<file path="src/rtl/sn_popcount_seq.sv">
// ---------------------------------------------------------------------------
// sn_popcount_seq
//
// Sequential population counter. An accepted W-bit word is counted seven bits
// per cycle by a single shared seven-input bit sorter. The sorter turns each
// chunk into a thermometer code, which is converted to a 3-bit count and
// added into an accumulator. The result is offered on a valid/ready output.
//
// Optional feature macro: SN_POPCOUNT_ZSKIP_EN
//   When defined, the RUN phase ends early once every chunk still waiting in
//   the shift register is zero. The count is the same either way; only the
//   latency changes.
//
// Ports
//   clk        : clock, all state changes on the rising edge
//   rst        : synchronous active-high reset
//   in_valid   : requester presents in_data
//   in_ready   : block can accept a word (IDLE only)
//   in_data    : W-bit word to be counted
//   out_valid  : out_count holds a finished result (DONE only)
//   out_ready  : consumer accepts the result
//   out_count  : number of ones in the accepted word, zero when not valid
//   busy       : high while counting or holding a result
// ---------------------------------------------------------------------------

// Seven-input bit sorter. Uses odd-even transposition, so every ones bit
// moves toward index 0. The result is a thermometer code: k ones in the input
// give sorted[k-1:0] set and every other bit clear.
module seven_sorter (
    input  logic [6:0] unsorted,
    output logic [6:0] sorted
);

    logic [6:0] stage;
    logic       hi;
    logic       lo;

    // A compare-exchange on single bits is OR (larger) and AND (smaller).
    // Seven alternating rounds fully sort seven elements.
    always_comb begin
        stage = unsorted;
        hi    = 1'b0;
        lo    = 1'b0;
        for (int r = 0; r < 7; r++) begin
            for (int i = r % 2; i < 6; i += 2) begin
                hi           = stage[i] | stage[i+1];
                lo           = stage[i] & stage[i+1];
                stage[i]     = hi;
                stage[i+1]   = lo;
            end
        end
        sorted = stage;
    end

endmodule

module sn_popcount_seq #(
    parameter  int NCHUNK = 4,
    localparam int W      = 7 * NCHUNK,
    localparam int CNT_W  = $clog2(W + 1)
) (
    input  logic             clk,
    input  logic             rst,
    input  logic             in_valid,
    output logic             in_ready,
    input  logic [W-1:0]     in_data,
    output logic             out_valid,
    input  logic             out_ready,
    output logic [CNT_W-1:0] out_count,
    output logic             busy
);

    localparam int IDX_W = (NCHUNK > 1) ? $clog2(NCHUNK) : 1;

    typedef enum logic [1:0] {
        IDLE,
        RUN,
        DONE
    } state_t;

    state_t             state;
    state_t             state_next;
    logic [W-1:0]       shreg;
    logic [CNT_W-1:0]   acc;
    logic [IDX_W-1:0]   idx;
    logic [6:0]         therm;
    logic [2:0]         chunk_count;
    logic               last_chunk;

    // The current chunk always sits in the low seven bits of the shift
    // register, so the sorter input never needs a multiplexer.
    seven_sorter u_sorter (
        .unsorted (shreg[6:0]),
        .sorted   (therm)
    );

    // Thermometer to binary. Each count bit is set by the "edges" of the
    // thermometer code where that bit of the binary value is one.
    assign chunk_count[2] = therm[3];
    assign chunk_count[1] = (therm[1] & ~therm[3]) | therm[5];
    assign chunk_count[0] = (therm[0] & ~therm[1]) | (therm[2] & ~therm[3])
                          | (therm[4] & ~therm[5]) | therm[6];

`ifdef SN_POPCOUNT_ZSKIP_EN
    // The chunk in flight is the last one worth counting when everything
    // above it is already zero.
    assign last_chunk = (idx == IDX_W'(NCHUNK - 1)) || ((shreg >> 7) == '0);
`else
    assign last_chunk = (idx == IDX_W'(NCHUNK - 1));
`endif

    // Next-state and output decode. Outputs depend only on the state, so
    // out_count is forced to zero outside DONE and cannot glitch with input
    // activity.
    always_comb begin
        state_next = state;
        in_ready   = 1'b0;
        out_valid  = 1'b0;
        out_count  = '0;
        busy       = 1'b0;
        case (state)
            IDLE: begin
                in_ready = 1'b1;
                if (in_valid) begin
                    state_next = RUN;
                end
            end
            RUN: begin
                busy = 1'b1;
                if (last_chunk) begin
                    state_next = DONE;
                end
            end
            DONE: begin
                busy      = 1'b1;
                out_valid = 1'b1;
                out_count = acc;
                if (out_ready) begin
                    state_next = IDLE;
                end
            end
            default: begin
                state_next = IDLE;
            end
        endcase
    end

    // State register and datapath. A word is loaded on the input handshake,
    // and each RUN cycle adds one chunk's count and moves the next chunk
    // down. The accumulator cannot overflow because CNT_W holds W.
    always_ff @(posedge clk) begin
        if (rst) begin
            state <= IDLE;
            shreg <= '0;
            acc   <= '0;
            idx   <= '0;
        end else begin
            state <= state_next;
            case (state)
                IDLE: begin
                    if (in_valid) begin
                        shreg <= in_data;
                        acc   <= '0;
                        idx   <= '0;
                    end
                end
                RUN: begin
                    acc   <= acc + CNT_W'(chunk_count);
                    shreg <= shreg >> 7;
                    idx   <= idx + IDX_W'(1);
                end
                default: begin
                end
            endcase
        end
    end

endmodule

</file>
<file path="config.mk">
export PLATFORM = sky130hd
export DESIGN_NAME = sn_popcount_seq
export DESIGN_NICKNAME = d
export VERILOG_FILES = /design/src/rtl/sn_popcount_seq.sv
export SDC_FILE = /design/constraint.sdc
export NUM_CORES = 1
export LEC_CHECK = 0
export ABC_CLOCK_PERIOD_IN_PS = 8200
export BUFFER_PORTS_ARGS = -buffer_cell sky130_fd_sc_hd__clkbuf_2
export CAP_MARGIN = 40
export CORE_MARGIN = 2
export CORE_UTILIZATION = 50
export DETAILED_ROUTE_END_ITERATION = 8
export PLACE_DENSITY_LB_ADDON = 0.12
export SLEW_MARGIN = 15
export SYNTH_ARGS = -nofsm -noshare
export SYNTH_HDL_FRONTEND = slang
export SYNTH_SLANG_ARGS = --single-unit
export TNS_END_PERCENT = 1
</file>
<file path="constraint.sdc">
create_clock -name clk -period 8.2 [get_ports clk]
set_input_delay 0.82 -clock clk [delete_from_list [all_inputs] [get_ports clk]]
set_output_delay 0.82 -clock clk [all_outputs]
set_load 0.05 [all_outputs]
</file>
==> results of run 1 <==
[Yosys cell counts, drive strengths merged (4+ instances only)]
library cell	number	area, um^2
a211oi	24	180.2
a21o	4	30.03
a21oi	22	110.1
and2	5	31.28
buf	11	65.05
clkbuf	11	41.29
dfxtp	37	740.7
ha	10	125.1
inv	4	15.01
mux2i	26	260.3
nand2	15	56.30
nand3	11	55.05
nor2	33	123.9
nor3	4	20.02
o21ai	9	45.04
or3	4	25.02
[cell families after synthesis]
group | synth area share
XOR/XNOR | 0.004128
flip-flops | 0.3491
adder cells (fa/ha/maj) | 0.07842
AND/OR/NAND/NOR | 0.1769
multiplexers | 0.1279
buffers and inverters | 0.05719
AO/OA/AOI/OAI | 0.2064
[per-stage QoR]
step	setup WS (ns)	std cells	total power, uW	hold slack [ns]
CTS	4.873	330	526.6	0.4564
finish	4.868	330	521.9	0.4549
global placement	4.978	321	394.2	0.4413
global route	4.570	330	560.7	0.4719
floorplan	5.149	253	365.6	0.4316
detailed placement	4.903	323	401.9	0.4472
[routing by layer]
| layer | GRT usage | wire length (um) |
|---|---|---|
| met1 | 0.2587 | 2050 |
| met2 | 0.2917 | 1990 |
| met3 | 0.05409 | 206 |
| met4 | 0.04575 | 53 |
| met5 | 0 | 0 |
[worst paths after layout]
kind | cells past startpoint | end | from | slack (ns)
worst max-delay path | 13 | acc[4] | shreg[2] | 4.87
worst max register to register | 13 | acc[4] | shreg[2] | 4.87
worst min-delay path | 2 | shreg[22] | shreg[22] | 0.45
worst min register to register | 2 | shreg[22] | shreg[22] | 0.45
[area by class of cell]
| class | count | area [um^2] |
|---|---|---|
| Clock buffer | 7 | 86.33 |
| Fill cell | 382 | 1634 |
| Inverter | 4 | 15.01 |
| Multi-Input combinational cell | 190 | 1260 |
| Sequential cell | 37 | 740.7 |
| Tap cell | 50 | 62.56 |
| Timing Repair Buffer | 42 | 230.2 |
[sequential cells by signal, summed over array words and instances, names as in the netlist]
signal / cells
shreg: 28
acc: 5
idx: 2
state: 2
[power by group through the flow]
stage                     sequential [uW]  clock (uW)  combinational (uW)
after floorplan                       217           0                 149
after global placement                229           0                 165
after detailed placement              230           0                 171
after CTS                             226         128                 172
after global routing                  230         138                 193
final                                 226         126                 169
[worst reg2reg max path: cells and delay by family, from the launching register on]
kind / cells / cell delay (ns)
adders and majority gates: 4 / 1.20
AOI/OAI and AO/OA: 7 / 1.14
and+or+nand+nor: 2 / 0.51
DFF: 1 / 0.42
==> impl_metrics.toml, run 1 <==
[worst_hold_path]
hold_class = "reg -> reg"

[outcome]
outcome = "finished clean"

[synthesis]
avgSynthCellArea_um2 = 8.387
synth-seq-cells = 37
synthArstFlopShare = 0
yosysSeqAreaShare = 0.3491
synthFlopType = "dfxtp_1"
syn_inst = 253
syn-num-nets = 296
yosysWarningCount = 0
synth.distinct_cells = 36
synth-edff-count = 0
syn_area_um2 = 2122

[detailed_routing]
drtPass1Iterations = 4
wl_per_cell_um = 13.03
vias = 1812
vias_per_cell = 5.491
ant_nets = 0
drc_errors = 0
dr.first_iter.drc_count = 108
wl_um = 4301

[critical_path]
start_kind = "flop"
cp_data_arrival_time_ns = 3.54
worstSetupEndpointType = "flop"
path_delay_family = "adder cells"
max_stage_delay_ns = 0.42
critPathKind = "reg -> reg"
cp.required_ns = 8.41
path_cells = "o22ai_1 > a311oi_1 > maj3_2 > or3_1 > ha_1 > nor3_1 > o31ai_1 > ha_1 > fa_1 > a21o_1 > a21oi_1 > o21ai_0 > a21oi_1"
crit_slowest_cell = "dfxtp_1"
worst-path-max-fanout = 12
path_buf_inv = 0

[floorplanning]
core_um2 = 4029
die_w_um = 69.15
fp.dieH_um = 69.15
rows = 23
ios = 40
initial_core_util = 0.5267
die_area_um2 = 4781

[timing]
max_clock_freq_ghz = 0.3001
clock_skew_ns = 0.005731
setup_viol = 0
worst_pin_slew_ns = 0.7497
finalCriticalPeriod_ns = 3.332
slew_violations = 0
hold_viol = 0
setup-tns-final_ns = 0
fin_crit_sh = 0.4064
max_slew_margin = 0.5002
rsz0062_at_grt = "false"

[finish]
mostFrequentLayoutCell = "clkbuf_2"
syn_to_final_growth_pct = 12.85
layout_common_cells = "clkbuf_2, dfxtp_1, nor2_1, mux2i_1, a211oi_1"
drive_above_1_share = 0.1821
final_nets = 323
utilization = 0.5944
antenna_cells = 0
postLayoutCellArea_um2 = 2395

[power_and_ir_drop]
pwr-share-clk = 0.242
p_leak_uw = 0.001006
p_seq_frac = 0.434
switching_share = 0.3409
power_frac_comb = 0.325
vdd_drop_max_mv = 0.1117
p_sw_uw = 177.9
p_per_area_nw_per_um2 = 217.9
internal_power_uw = 344.0

[global_routing]
grt_pass1_vias = 1651
grtUsageTotal = 0.1882
antenna_found_initial = 0
grt_max_degree = 41
grt_overflow_total = 0
grt_pass1_wl_um = 7514

[clock_tree]
cts_buffers = 5
clk_latency_ns = 0.28
clk_root_buffer_cell = "clkbuf_8"
cts_setup_buffers = 0
cts_hold_buf = 0
clockBufferDepth = 2
cts_sinks = 37
ctsResizeCount = 0
htree_levels = 2
cts_tree = "yes"
cts.clk_slew.worst_paths_ns = 0.07

[place]
dp_hpwl_um = 3062
portBuffers = 39
routabilityCongestion = 0.7776
placed_cell_area_um2 = 2308

[run]
cap_viol_max_count = 0
Note: power is estimated with default switching activity, not from simulation.
==> run 2: changes to the inputs <==
--- a/config.mk
+++ b/config.mk
@@ -5,7 +5,8 @@
 export SDC_FILE = /design/constraint.sdc
 export NUM_CORES = 1
 export LEC_CHECK = 0
-export ABC_CLOCK_PERIOD_IN_PS = 8200
+export ABC_AREA = 1
+export ABC_CLOCK_PERIOD_IN_PS = 3450
 export BUFFER_PORTS_ARGS = -buffer_cell sky130_fd_sc_hd__clkbuf_2
 export CAP_MARGIN = 40
 export CORE_MARGIN = 2
==> constraint.sdc (replaced) <==
create_clock -name clk -period 3.45 [get_ports clk]
set_input_delay 0.345 -clock clk [delete_from_list [all_inputs] [get_ports clk]]
set_output_delay 0.345 -clock clk [all_outputs]
set_load 0.05 [all_outputs]
==> run 2 against run 1 <==
Compared with the run above:
- clock power rose to 2.6 times the previous value
- global-route usage rose by 1.3 points
- count of clock-buffer cells in the layout did not move
- critical path depth rose by 2
- total power rose to 4.0 times the previous value
- combinational power rose to 6.3 times the previous value
- cell count rose by 8.8%
- sequential share of layout area rose by 1.1 points
- utilization fell by 1.2 points
- setup slack got worse by 4.1 ns
- sequential cell count did not move
- critical path type unchanged
- largest cell class unchanged
- largest power group is now combinational logic
==> impl_metrics.toml, run 2 <==
[outcome]
outcome = "finished clean"

[run]
cap_viol_max_count = 0

[clock_tree]
clk_latency_ns = 0.29
htree_levels = 2
cts_hold_buf = 0
cts_sinks = 37
clk_root_buffer_cell = "clkbuf_8"
cts_buffers = 5
clockBufferDepth = 2
ctsResizeCount = 0
cts.clk_slew.worst_paths_ns = 0.07
cts_setup_buffers = 0
cts_tree = "yes"

[finish]
syn_to_final_growth_pct = 12.82
drive_above_1_share = 0.1974
top_regs = "shreg: 28 flops, acc: 5 flops"
largest_register = "shreg"
antenna_cells = 0
layout_common_cells = "nand2_1, clkbuf_2, dfxtp_1, nand3_1, o211a_1"
utilization = 0.5822
n_fill_cell = 398
mostFrequentLayoutCell = "nand2_1"
final_nets = 351
regArea_um2 = 740.7
multi_input_area_um2 = 1122
largest_reg_flops = 28

[power_and_ir_drop]
switching_share = 0.4542
p_seq_frac = 0.329
power_frac_comb = 0.511
vdd_drop_max_mv = 0.3402
p_per_area_nw_per_um2 = 896.7
p_sw_uw = 941.9
pwr-share-clk = 0.160
internal_power_uw = 1132
p_leak_uw = 0.001268

[critical_path]
startpoint = "shreg[4]"
reg2reg_from = "shreg[4]"
ff2ff_setup_slack_ns = 0.73
cp_data_arrival_time_ns = 2.90
cp.required_ns = 3.63
worstSetupEndpointType = "flop"
path_buf_inv = 0
start_kind = "flop"
worst-path-max-fanout = 4
critPathKind = "reg -> reg"
path_delay_family = "simple AND/OR/NAND/NOR gates"
r2r_end = "acc[4]"
path_cells = "nor2_1 > nand2_1 > nand2_1 > nand2_1 > nor2_1 > nor2_1 > ha_1 > nor3_1 > o21ai_0 > ha_1 > fa_1 > nand2_1 > a21boi_0 > a21oi_1 > nor2_1"
max_stage_delay_ns = 0.40
crit_slowest_cell = "fa_1"
r2r_cells = 15

[worst_hold_path]
hold_class = "in -> reg"
worstHoldStart = "in_data[21]"
holdPathEnd = "shreg[21]"
whs_path_depth = 3

[detailed_routing]
dr.first_iter.drc_count = 79
drc_errors = 0
vias_per_cell = 5.125
ant_nets = 0
wl_um = 4041
vias = 1840
wl_per_cell_um = 11.26
drtPass1Iterations = 4

[synthesis]
synthTopCellsByCount = "nand2_1, dfxtp_1, nand3_1"
syn-num-nets = 318
synth-seq-cells = 37
avgSynthCellArea_um2 = 7.453
synth_area_leaders = "dfxtp_1, nand2_1, o211a_1"
synth_most_common_cell = "nand2_1"
yosysSeqAreaShare = 0.3614
yosysWarningCount = 0
synth_top_area_share = 0.3614
syn_area_um2 = 2049
synthFlopType = "dfxtp_1"
synthArstFlopShare = 0
syn_inst = 275
synth.distinct_cells = 24
yosys.area.top_type = "dfxtp_1"
synth-edff-count = 0

[timing]
slew_violations = 0
setup-tns-final_ns = 0
hold_viol = 0
clock_skew_ns = 0.001950
fin_crit_sh = 0.7876
rsz0062_at_grt = "false"
max_clock_freq_ghz = 0.3680
setup_viol = 0
finalCriticalPeriod_ns = 2.717
max_slew_margin = 0.4965
worst_pin_slew_ns = 0.7544

[floorplanning]
ios = 40
initial_core_util = 0.5161
core_um2 = 3971
rows = 23
fp.dieH_um = 68.02
die_w_um = 68.02
die_area_um2 = 4627

[global_routing]
grt_max_degree = 34
antenna_found_initial = 0
grt_pass1_vias = 1652
grt_pass1_wl_um = 6989
grt_overflow_total = 0
grtUsageTotal = 0.2007

[place]
portBuffers = 39
dp_hpwl_um = 2834
routabilityCongestion = 0.7217
run 2: changes by cell type after synthesis, moves of 6 or more:
cell and change:
nand2_1 +77, mux2i_1 -26, a211oi_1 -24, o211a_1 +20
nand3_1 +16, nor2_1 -16, inv_1 +14, nand3_2 +7
buf_2 -6
run 2: metrics by stage:
| step | hold slack (ns) | worst slack (ns) | std cells | total power (uW) | area (um^2) |
|---|---|---|---|---|---|
| after detailed placement | 0.4594 | 0.7261 | 351 | 1765 | 2211 |
| after floorplan | 0.4429 | 0.9594 | 275 | 1632 | 2049 |
| after CTS | 0.2853 | 0.7086 | 359 | 2104 | 2312 |
| final | 0.2908 | 0.7328 | 359 | 2073 | 2312 |
| after global routing | 0.2914 | 0.4055 | 359 | 2291 | 2312 |
| after global placement | 0.4543 | 0.8191 | 351 | 1749 | 2211 |
run 2: tightest hold or removal path: cells and delay by family:
kind / cells / cell delay (ns)
buffers and inverters: 1 / 0.08
AND/OR/NAND/NOR: 1 / 0.06
AO/OA/AOI/OAI: 1 / 0.04
run 2: how the worst max path moves through the flow:
stage / endpoint / slack, ns / cells past startpoint
final: acc[4] / 0.73 / 15
after CTS: acc[4] / 0.71 / 15
after floorplan: acc[4] / 0.96 / 15
after global routing: acc[2] / 0.41 / 14
after detailed placement: acc[4] / 0.73 / 15
after global placement: acc[4] / 0.82 / 15
run 2: logic make-up (layout without fill, tap and decap cells):
logic type      Yosys count  in the layout  share of synthesized area
buf+inv                  35             69                    0.09218
simple gates            145            145                     0.3053
fa+ha+maj                11             11                    0.07082
flops                    37             37                     0.3614
compound gates           47             47                     0.1703
run 2: power groups by stage:
| stage | logic (uW) | clock network (uW) | registers, uW |
|---|---|---|---|
| after floorplan | 966 | 0 | 666 |
| after global placement | 1060 | 0 | 687 |
| after detailed placement | 1070 | 0 | 692 |
| after CTS | 1080 | 342 | 683 |
| after global routing | 1230 | 359 | 702 |
| final | 1060 | 331 | 683 |
run 2: per-layer routing:
metal	share of wire	GRT usage
met1	0.48	0.2505
met3	0.053	0.05592
met4	0.0089	0.06750
met5	0	0
met2	0.46	0.3325
run 2: cell type report:
type | count | area share
clock buffer | 7 | 0.04167
clock inverter | 1 | 0.002164
inverter | 20 | 0.03247
multi-input combinational | 203 | 0.4854
sequential | 37 | 0.3203
tap | 50 | 0.02706
timing repair buffer | 41 | 0.09091
==> run 3: changes to the inputs <==
--- a/config.mk
+++ b/config.mk
@@ -6,7 +6,7 @@
 export NUM_CORES = 1
 export LEC_CHECK = 0
 export ABC_AREA = 1
-export ABC_CLOCK_PERIOD_IN_PS = 3450
+export ABC_CLOCK_PERIOD_IN_PS = 2500
 export BUFFER_PORTS_ARGS = -buffer_cell sky130_fd_sc_hd__clkbuf_2
 export CAP_MARGIN = 40
 export CORE_MARGIN = 2
==> constraint.sdc (replaced) <==
create_clock -name clk -period 2.5 [get_ports clk]
set_input_delay 0.25 -clock clk [delete_from_list [all_inputs] [get_ports clk]]
set_output_delay 0.25 -clock clk [all_outputs]
set_load 0.05 [all_outputs]
==> run 3 against run 2 <==
Compared with the run above:
- via count up 2.3%
- setup slack got worse by 0.65 ns
- cell count is 1.4% higher
- utilization is 3.6 points higher
- first-iteration DRC count grew 56%
- worst hold slack got worse by 0.097 ns
- maximum frequency up 12%
- routed wire length is 5.5% higher
==> impl_metrics.toml, run 3 (same netlist as run 2, synthesis figures left out) <==
[floorplanning]
core_um2 = 3971
ios = 40
die_w_um = 68.02
initial_core_util = 0.5161
rows = 23
fp.dieH_um = 68.02
die_area_um2 = 4627

[critical_path]
path_buf_inv = 0
cp.required_ns = 2.69
cp_data_arrival_time_ns = 2.60
reg2reg_from = "shreg[5]"
worst-path-max-fanout = 4
crit_slowest_cell = "dfxtp_4"
r2r_cells = 15
critPathKind = "reg -> reg"
ff2ff_setup_slack_ns = 0.08
worstSetupEndpointType = "flop"
r2r_end = "acc[4]"
worst-path-stages = 15
path_cells = "nor2_4 > nand2_2 > nand2_2 > nor2_1 > nor2_1 > nand2_1 > ha_1 > nor3_2 > o21ai_1 > ha_2 > fa_2 > nand2_1 > a21boi_1 > a21oi_1 > nor2_1"
cp_common_cell = "nor2_1"
start_kind = "flop"
max_stage_delay_ns = 0.36
path_delay_family = "adder cells"

[detailed_routing]
routed.top_layer = "met4"
drt-met1-wl_um = 2000
drc_errors = 0
ant_nets = 0
vias_per_cell = 5.170
drtPass1Iterations = 4
wl_per_cell_um = 11.71
vias = 1882
dr.first_iter.drc_count = 123
wl_met2_um = 2055
wl_um = 4264
wl_met3_um = 144

[power_and_ir_drop]
p_per_area_nw_per_um2 = 1320
p_sw_uw = 1394
vdd_drop_max_mv = 0.5706
p_seq_frac = 0.299
switching_share = 0.4303
pwr-share-clk = 0.190
power_frac_comb = 0.511
internal_power_uw = 1846
p_leak_uw = 0.001316

[timing]
setup_viol = 0
fin_crit_sh = 0.9664
hold_viol = 0
slew_violations = 0
worst_pin_slew_ns = 0.7320
max_slew_margin = 0.5114
rsz0062_at_grt = "true"
finalCriticalPeriod_ns = 2.416
holdWs_ns = 0.1943
clock_skew_ns = 0.003932
max_clock_freq_ghz = 0.4139
setup-tns-final_ns = 0

[finish]
layout_common_cells = "nand2_1, clkbuf_2, dfxtp_1, nand3_1, o211a_1"
largest_reg_flops = 28
drive_above_1_share = 0.2739
final_nets = 356
n_fill_cell = 384
fin_cells = 364
top_regs = "shreg: 28 flops, acc: 5 flops"
antenna_cells = 0
mostFrequentLayoutCell = "nand2_1"
largest_register = "shreg"
syn_to_final_growth_pct = 19.78
multi_input_area_um2 = 1174
regArea_um2 = 749.5

[worst_hold_path]
holdPathEnd = "shreg[24]"
hold_class = "in -> reg"
worstHoldStart = "in_data[24]"
whs_path_depth = 3

[place]
portBuffers = 39
dp_cells = 353
routabilityCongestion = 0.7481
dp_hpwl_um = 2915

[clock_tree]
cts_sinks = 37
htree_levels = 2
clk_root_buffer_cell = "clkbuf_8"
cts_buffers = 5
clk_latency_ns = 0.29
cts.clk_slew.worst_paths_ns = 0.08
cts_tree = "yes"
cts_hold_buf = 0
clockBufferDepth = 2

[run]
cap_viol_max_count = 0

[global_routing]
grtUsageTotal = 0.1999
grt_pass1_vias = 1661
grt_max_degree = 48
grt_pass1_wl_um = 6955
antenna_found_initial = 0
grt_overflow_total = 0

[outcome]
outcome = "finished clean"
==> run 3: changes by cell type in the layout (fill, tap and decap cells not counted), moves of 3 or more <==
cell     previous run  this run
dfxtp_2             0         4
nand2_2             1         5
o21ai_0             5         2
nor2_1             17        10
buf_4               2         6
nand2_1            91        87
nor2_2              0         5
dfxtp_1            37        32
==> run 3: worst max path at each step <==
stage	from	to	slack, ns
after floorplan	shreg[4]	acc[4]	0.009
final	shreg[5]	acc[4]	0.08
after CTS	shreg[5]	acc[4]	0.01
after global routing	shreg[5]	acc[4]	-0.1
after global placement	shreg[4]	acc[4]	-0.11
after detailed placement	shreg[4]	acc[4]	-0.22
==> run 3: power by group through the flow <==
stage / Clock [uW] / Combinational (uW) / Sequential [uW]
5_1_grt: 659 / 1900 / 994
3_3_place_gp: 0 / 1500 / 946
3_5_place_dp: 0 / 1520 / 954
2_1_floorplan: 0 / 1330 / 919
4_1_cts: 629 / 1610 / 954
6_report: 616 / 1650 / 969
==> run 3: stage by stage <==
step	setup WS, ns	power (uW)	cell area (um^2)	util
6_report	0.08397	3240	2455	0.6181
5_1_grt	-0.09730	3556	2455	0.6181
3_3_place_gp	-0.1055	2448	2238	0.5636
4_1_cts	0.01212	3188	2414	0.6078
2_1_floorplan	0.009410	2252	2049	-
3_5_place_dp	-0.2154	2471	2238	0.5636
==> run 3: final cells by class <==
cell class / instances / share of cell area
Clock inverter: 3 / 0.02650
Inverter: 20 / 0.03058
Sequential cell: 37 / 0.3053
Timing Repair Buffer: 46 / 0.1060
Multi-Input combinational cell: 203 / 0.4781
Clock buffer: 5 / 0.02803
Tap cell: 50 / 0.02548
==> run 3: tightest hold or removal path: cells and delay by family <==
family,cells,cell delay [ns]
buffers and inverters,1,0.09
and+or+nand+nor,1,0.06
AOI/OAI and AO/OA,1,0.05
==> run 3: metal layers <==
metal,track usage,up-vias
li1,-,984
met1,0.2368,862
met2,0.3434,29
met3,0.05428,7
met4,0.07500,0
met5,0,-
==> run 3: repair_timing <==
item                                    CTS  global route
resized for setup                         9            18
setup buffers                             3             0
endpoints found under the setup margin    3             3
pin swaps                                 5             5
